**src/rtl/z3_dma_cycle.sv**
```systemverilog
// Zorro III DMA bus-cycle sequencer for a SCSI-chip bus master.
// Converts one SCSI-chip master cycle (SAS_n) into one Zorro III cycle:
// address phase, full-cycle strobe, lane-decoded data strobes, and a
// normal (STA_n) or error (STEA_n) acknowledge back to the SCSI chip.
//
// Ports:
//   clk            sole clock, rising edge
//   IORST_n        synchronous active-low reset
//   mybus          bus ownership granted by the DMA arbiter
//   SAS_n          SCSI-chip address strobe (cycle request)
//   SRW            SCSI-chip direction, 1 = read
//   SSIZ[1:0]      transfer size: 00 long, 01 byte, 10 word, 11 line (as long)
//   SA[1:0]        SCSI-chip address bits A1..A0
//   DTACK_n        Zorro III slave acknowledge (pre-synchronised)
//   BERR_n         Zorro III bus error (pre-synchronised)
//   FCS_n          Zorro III full-cycle strobe
//   DS_n[3:0]      data strobes, DS_n[3] = D31..24
//   READ           Zorro III direction
//   ADOE           address output enable
//   DOE            data output enable
//   DLATCH         one-cycle read-data capture pulse
//   STA_n          transfer acknowledge to the SCSI chip
//   STEA_n         transfer error acknowledge to the SCSI chip
module z3_dma_cycle (
  input  logic       clk,
  input  logic       IORST_n,
  input  logic       mybus,
  input  logic       SAS_n,
  input  logic       SRW,
  input  logic [1:0] SSIZ,
  input  logic [1:0] SA,
  input  logic       DTACK_n,
  input  logic       BERR_n,
  output logic       FCS_n,
  output logic [3:0] DS_n,
  output logic       READ,
  output logic       ADOE,
  output logic       DOE,
  output logic       DLATCH,
  output logic       STA_n,
  output logic       STEA_n
);

  localparam int unsigned TMO_W = 8;
  // The count at which the next WAIT increment reaches 255 and the cycle is abandoned.
  localparam logic [TMO_W-1:0] TMO_EXIT = TMO_W'(254);
  localparam logic [TMO_W-1:0] TMO_MAX  = TMO_W'(255);

  typedef enum logic [2:0] {
    ST_IDLE,
    ST_ADDR,
    ST_STROBE,
    ST_WAIT,
    ST_TERM,
    ST_RELEASE
  } state_t;

  state_t           state, state_nxt;
  logic             term_err, term_err_nxt;
  logic [3:0]       lane_q, lane_nxt;
  logic [TMO_W-1:0] tmo_cnt;

  logic       fcs_n_nxt;
  logic [3:0] ds_n_nxt;
  logic       read_nxt;
  logic       adoe_nxt;
  logic       doe_nxt;
  logic       dlatch_nxt;
  logic       sta_n_nxt;
  logic       stea_n_nxt;

  // Active-low byte-lane strobes for the requested size and address.
  function automatic logic [3:0] lane_decode(input logic [1:0] siz, input logic [1:0] a);
    logic [3:0] lanes;
    lanes = 4'b0000;
    unique case (siz)
      2'b01: begin
        unique case (a)
          2'b00:   lanes = 4'b0111;
          2'b01:   lanes = 4'b1011;
          2'b10:   lanes = 4'b1101;
          default: lanes = 4'b1110;
        endcase
      end
      2'b10:   lanes = a[1] ? 4'b1100 : 4'b0011;
      default: lanes = 4'b0000;
    endcase
    return lanes;
  endfunction

  // State, termination type, latched lanes and all outputs.
  always_ff @(posedge clk) begin
    if (!IORST_n) begin
      state    <= ST_IDLE;
      term_err <= 1'b0;
      lane_q   <= 4'b1111;
      FCS_n    <= 1'b1;
      DS_n     <= 4'b1111;
      READ     <= 1'b0;
      ADOE     <= 1'b0;
      DOE      <= 1'b0;
      DLATCH   <= 1'b0;
      STA_n    <= 1'b1;
      STEA_n   <= 1'b1;
    end else begin
      state    <= state_nxt;
      term_err <= term_err_nxt;
      lane_q   <= lane_nxt;
      FCS_n    <= fcs_n_nxt;
      DS_n     <= ds_n_nxt;
      READ     <= read_nxt;
      ADOE     <= adoe_nxt;
      DOE      <= doe_nxt;
      DLATCH   <= dlatch_nxt;
      STA_n    <= sta_n_nxt;
      STEA_n   <= stea_n_nxt;
    end
  end

  // Slave-response timeout: counts WAIT cycles only, holds at its ceiling.
  always_ff @(posedge clk) begin
    if (!IORST_n || state != ST_WAIT) begin
      tmo_cnt <= '0;
    end else if (tmo_cnt != TMO_MAX) begin
      tmo_cnt <= tmo_cnt + TMO_W'(1);
    end
  end

  // Next state, then outputs decoded from the next state so they line up with it.
  always_comb begin
    state_nxt    = state;
    term_err_nxt = term_err;
    lane_nxt     = lane_q;

    unique case (state)
      ST_IDLE: begin
        if (mybus && !SAS_n) begin
          state_nxt = ST_ADDR;
          lane_nxt  = lane_decode(SSIZ, SA);
        end
      end
      ST_ADDR, ST_STROBE: begin
        // Losing the bus mid-cycle still acknowledges the SCSI chip, with an error.
        if (!mybus) begin
          state_nxt    = ST_TERM;
          term_err_nxt = 1'b1;
        end else begin
          state_nxt = (state == ST_ADDR) ? ST_STROBE : ST_WAIT;
        end
      end
      ST_WAIT: begin
        if (!mybus || !BERR_n) begin
          state_nxt    = ST_TERM;
          term_err_nxt = 1'b1;
        end else if (!DTACK_n) begin
          state_nxt    = ST_TERM;
          term_err_nxt = 1'b0;
        end else if (tmo_cnt == TMO_EXIT) begin
          state_nxt    = ST_TERM;
          term_err_nxt = 1'b1;
        end
      end
      ST_TERM: begin
        state_nxt = ST_RELEASE;
      end
      ST_RELEASE: begin
        // Wait for both sides to let go before another cycle may start.
        if (SAS_n && DTACK_n) begin
          state_nxt = ST_IDLE;
        end
      end
      default: begin
        state_nxt = ST_IDLE;
      end
    endcase

    fcs_n_nxt  = 1'b1;
    ds_n_nxt   = DS_n;
    read_nxt   = READ;
    adoe_nxt   = 1'b0;
    doe_nxt    = DOE;
    dlatch_nxt = 1'b0;
    sta_n_nxt  = 1'b1;
    stea_n_nxt = 1'b1;

    unique case (state_nxt)
      ST_IDLE: begin
        ds_n_nxt = 4'b1111;
        read_nxt = 1'b0;
        doe_nxt  = 1'b0;
      end
      ST_ADDR: begin
        // ADDR is only ever entered from IDLE, so this latches direction once.
        adoe_nxt = 1'b1;
        read_nxt = SRW;
        ds_n_nxt = 4'b1111;
        doe_nxt  = 1'b0;
      end
      ST_STROBE: begin
        adoe_nxt  = 1'b1;
        fcs_n_nxt = 1'b0;
      end
      ST_WAIT: begin
        adoe_nxt  = 1'b1;
        fcs_n_nxt = 1'b0;
        ds_n_nxt  = lane_q;
        doe_nxt   = 1'b1;
      end
      ST_TERM: begin
        // DS_n/DOE hold, so an abort before WAIT never pulses the data strobes.
        adoe_nxt   = 1'b1;
        fcs_n_nxt  = 1'b0;
        sta_n_nxt  = term_err_nxt;
        stea_n_nxt = !term_err_nxt;
        dlatch_nxt = !term_err_nxt && READ;
      end
      ST_RELEASE: begin
        adoe_nxt = 1'b1;
        ds_n_nxt = 4'b1111;
        doe_nxt  = 1'b0;
      end
      default: begin
        ds_n_nxt = 4'b1111;
        doe_nxt  = 1'b0;
      end
    endcase
  end

endmodule

```
**config.mk**
```make
export PLATFORM = sky130hd
export DESIGN_NAME = z3_dma_cycle
export DESIGN_NICKNAME = d
export VERILOG_FILES = /design/src/rtl/z3_dma_cycle.sv
export SDC_FILE = /design/constraint.sdc
export NUM_CORES = 1
export LEC_CHECK = 0
export ABC_AREA = 1
export CAP_MARGIN = 20
export CORE_MARGIN = 2
export CORE_UTILIZATION = 52
export CTS_CLUSTER_SIZE = 40
export DETAILED_ROUTE_END_ITERATION = 6
export GPL_TIMING_DRIVEN = 0
export HOLD_SLACK_MARGIN = 0.1
export PLACE_DENSITY_LB_ADDON = 0.25
export SLEW_MARGIN = 30
export SYNTH_ARGS = -nofsm -noshare
export SYNTH_HDL_FRONTEND = slang
export SYNTH_SLANG_ARGS = --single-unit
```
**constraint.sdc**
```tcl
create_clock -name clk -period 1.9 [get_ports clk]
set_input_delay 0.38 -clock clk [delete_from_list [all_inputs] [get_ports clk]]
set_output_delay 0.38 -clock clk [all_outputs]
set_load 0.01 [all_outputs]
```
==> results.json <==
{
  "groute.layer.met1.usage_pct": 21.81,
  "die_area_um2": 3054,
  "fill_cells": 231,
  "critical_path.startpoint_type": "input port",
  "synthAdderAreaFrac_pct": 3.663,
  "cts-htree-levels": 1,
  "slowest_delay_ns": 0.65,
  "period_minus_slack_ns": 1.666,
  "die_h_um": 55.26,
  "crit_path_cell_trace": "clkdlybuf4s50_1 -> nand2_2 -> nor2_4 -> nand2_2 -> a21oi_4 -> nand2_4 -> nand2_1 -> nand3_1",
  "critPathCaptureType": "register",
  "grt_first_pass_wirelength_um": 4505,
  "post_route_cells_drive_above_1_share_pct": 12.80,
  "worst_ir_drop_vdd_mv": 0.5800,
  "finClkSkew_ns": 0.003073,
  "synth_area_leaders": "sky130_fd_sc_hd__dfxtp_1 40%, sky130_fd_sc_hd__nand2_1 12%, sky130_fd_sc_hd__inv_1 8.8%",
  "syn_area_per_cell_um2": 7.346,
  "netlist_instances": 186,
  "post_drt_wl_per_cell_um": 11.12,
  "maxCapViolCount": 0,
  "cts_buffers": 3,
  "worst_path_most_repeated_cell": "sky130_fd_sc_hd__nand2_2",
  "syn-num-nets": 201,
  "commonest_non_fill_non_tap_cells_in_the_layout": "43 x sky130_fd_sc_hd__nand2_1, 32 x sky130_fd_sc_hd__inv_1, 27 x sky130_fd_sc_hd__dfxtp_1, 21 x sky130_fd_sc_hd__clkdlybuf4s50_1, 13 x sky130_fd_sc_hd__nand3_1",
  "diodes": 0,
  "route.vias.total": 1220,
  "grt_pass1_vias": 1124,
  "kind_of_path_behind_the_tightest_hold_check": "reg2reg",
  "slew_viol_final": 0,
  "ctsRootBufferMaster": "sky130_fd_sc_hd__clkbuf_4",
  "cts.hold.buffers_added": 0,
  "total_power_mw": 1.082,
  "cts.repair_timing.setup_buffer_count": 0,
  "yosysWarnings": 0,
  "synth_top_family_by_area": "simple AND/OR/NAND/NOR gates",
  "crit_type": "in2reg",
  "antenna_violations_before_repair": 0,
  "post_cts.resized_instances": 0,
  "dp_hpwl_um": 2084,
  "max_slew.worst_pin.slew_ns": 0.4629,
  "post_route_antenna_net_violation_count": 0,
  "avgViaCountPerCell": 5.062,
  "synth_simple_gate_area_share_pct": 32.51,
  "overflow": 0,
  "clock-sinks": 27,
  "synth_top_area_cell": "sky130_fd_sc_hd__dfxtp_1",
  "cts.path.max_buffers": 2,
  "initial_utilization_pct": 55.15,
  "floorplan.rows": 18,
  "yosysSeqAreaShare_pct": 39.56,
  "globalRouteMet3Util_pct": 3.044,
  "critPathMaxFanout": 7,
  "gpl.final_weighted_congestion": 0.8804,
  "max_clock_freq_mhz": 600.3,
  "insertion_delay_ns": 0.32,
  "clk_pin_slew_worst_paths_ns": 0.15,
  "io_buffer_count": 21,
  "yosys_top_cell_area_share_pct": 39.56,
  "leakagePower_nw": 0.7725,
  "core_um2": 2477,
  "crit_slowest_cell": "sky130_fd_sc_hd__clkdlybuf4s50_1",
  "io_pins": 22,
  "fin_worst_hold_slack_ns": 0.4757,
  "grt_setup_unrepaired": "no",
  "detail_route.iter0.violations": 34,
  "run_status": "finished, final reports clean",
  "nNetsFinal": 227,
  "grt_util_met2_pct": 30.61,
  "wl_um": 2680,
  "fp.dieW_um": 55.26,
  "cp_data_arrival_time_ns": 1.88,
  "setup_viol": 0,
  "synth.ff_latch_count": 27,
  "gr-max-usage-layer": "met2",
  "layout.cell_area.non_filler_um2": 1644,
  "flow.area_growth_from_synthesis_pct": 20.33,
  "grt_max_degree": 17,
  "synth_compound_area_share_pct": 12.09,
  "dr.pass1.iters": 5,
  "tritoncts_clock_tree": "built",
  "max-slew-margin-rel_pct": 69.14,
  "drcViolationCount": 0,
  "globalRouteTotalUtil_pct": 17.86,
  "synth_xor_xnor_area_share_pct": 2.564,
  "post_synth_instance_area_um2": 1366,
  "postPlaceCellArea_um2": 1614,
  "final.period_utilization_pct": 87.67,
  "layout.cells.most_common": "sky130_fd_sc_hd__nand2_1",
  "powerDensity_nw_per_um2": 658.3,
  "hold_violations": 0,
  "timing.critical_path.required_ns": 2.12,
  "synth.area.mux_share_pct": 0,
  "synth_cell_types": 26
}
==> cell families after synthesis <==
| family | after synthesis |
|---|---|
| adders and majority gates | 4 |
| and+or+nand+nor | 90 |
| DFF | 27 |
| buffers and inverters | 35 |
| xor gates and xnor gates | 4 |
| AOI/OAI and AO/OA | 26 |
==> cells in the mapped netlist <==
cell type	number
sky130_fd_sc_hd__inv_2	2
sky130_fd_sc_hd__xnor2_1	3
sky130_fd_sc_hd__o21ai_0	6
sky130_fd_sc_hd__nand4_1	2
sky130_fd_sc_hd__nor2_4	2
sky130_fd_sc_hd__a21o_1	1
sky130_fd_sc_hd__ha_1	4
sky130_fd_sc_hd__o211ai_1	6
sky130_fd_sc_hd__clkbuf_1	1
sky130_fd_sc_hd__nand3_4	1
sky130_fd_sc_hd__nand2_1	43
sky130_fd_sc_hd__nor2_2	7
sky130_fd_sc_hd__a31oi_1	2
sky130_fd_sc_hd__a21oi_4	1
sky130_fd_sc_hd__dfxtp_1	27
sky130_fd_sc_hd__nor2_1	12
sky130_fd_sc_hd__a21oi_2	1
sky130_fd_sc_hd__nand2_4	1
sky130_fd_sc_hd__nand3_2	2
sky130_fd_sc_hd__a21oi_1	9
sky130_fd_sc_hd__nand3_1	13
sky130_fd_sc_hd__xor2_1	1
sky130_fd_sc_hd__nand2_2	5
sky130_fd_sc_hd__inv_1	32
sky130_fd_sc_hd__nor3_1	1
sky130_fd_sc_hd__and2_4	1
==> metal layers <==
layer  part of all wire, %  up-vias
met3                   3.8        8
met5                     0        -
li1                      -      634
met4                   1.7        0
met2                    48       28
met1                    47      550
==> power breakdown <==
group          switching, mW  leakage [nW]  total [mW]  internal, mW
combinational          0.121         0.539       0.218        0.0964
clock                  0.172        0.0139       0.253        0.0804
sequential            0.0155         0.220       0.612         0.597
==> sequential cells by signal, summed over array words and instances, names as in the netlist <==
signal and cells:
lane_q 4, ADOE 1, FCS_n 1, DLATCH 1
DOE 1, tmo_cnt 8, STA_n 1, READ 1
STEA_n 1, term_err 1, state 3, DS_n 4
==> path summary, 6_finish.rpt <==
kind	slack (ns)	cells past startpoint	start	endpoint
setup / recovery	0.23	8	mybus	DS_n[3]$_SDFFE_PN1N_
hold / removal	0.48	2	READ$_SDFFE_PN0P_	DLATCH$_SDFF_PN0_
setup reg to reg	0.30	10	tmo_cnt[0]$_SDFFE_PP0P_	DS_n[3]$_SDFFE_PN1N_
hold reg to reg	0.48	2	READ$_SDFFE_PN0P_	DLATCH$_SDFF_PN0_
==> metrics by stage <==
stage | utilization [%] | std cells | setup TNS (ns) | worst slack, ns
final | 66.36 | 241 | 0 | 0.2343
after CTS | 66.36 | 241 | 0 | 0.2401
after floorplan | - | 186 | 0 | 0.5037
after global routing | 66.36 | 241 | 0 | 0.1474
after global placement | 65.15 | 237 | -0.3261 | -0.06506
after detailed placement | 65.15 | 237 | -0.6307 | -0.1256
==> critical path: cells and delay by family <==
| family | cells | cell delay (ns) |
|---|---|---|
| AO/OA/AOI/OAI | 1 | 0.26 |
| buffers and inverters | 1 | 0.65 |
| AND/OR/NAND/NOR | 6 | 0.59 |
==> final cells by class <==
class | instances | area [um^2] | area share (%)
Tap cell | 30 | 37.54 | 2.283
Clock buffer | 3 | 22.52 | 1.370
Multi-Input combinational cell | 124 | 694.4 | 42.24
Sequential cell | 27 | 540.5 | 32.88
Timing Repair Buffer | 21 | 210.2 | 12.79
Clock inverter | 1 | 7.507 | 0.4566
Inverter | 34 | 127.6 | 7.763
Buffer | 1 | 3.754 | 0.2283
(Power assumes the default switching activity.)
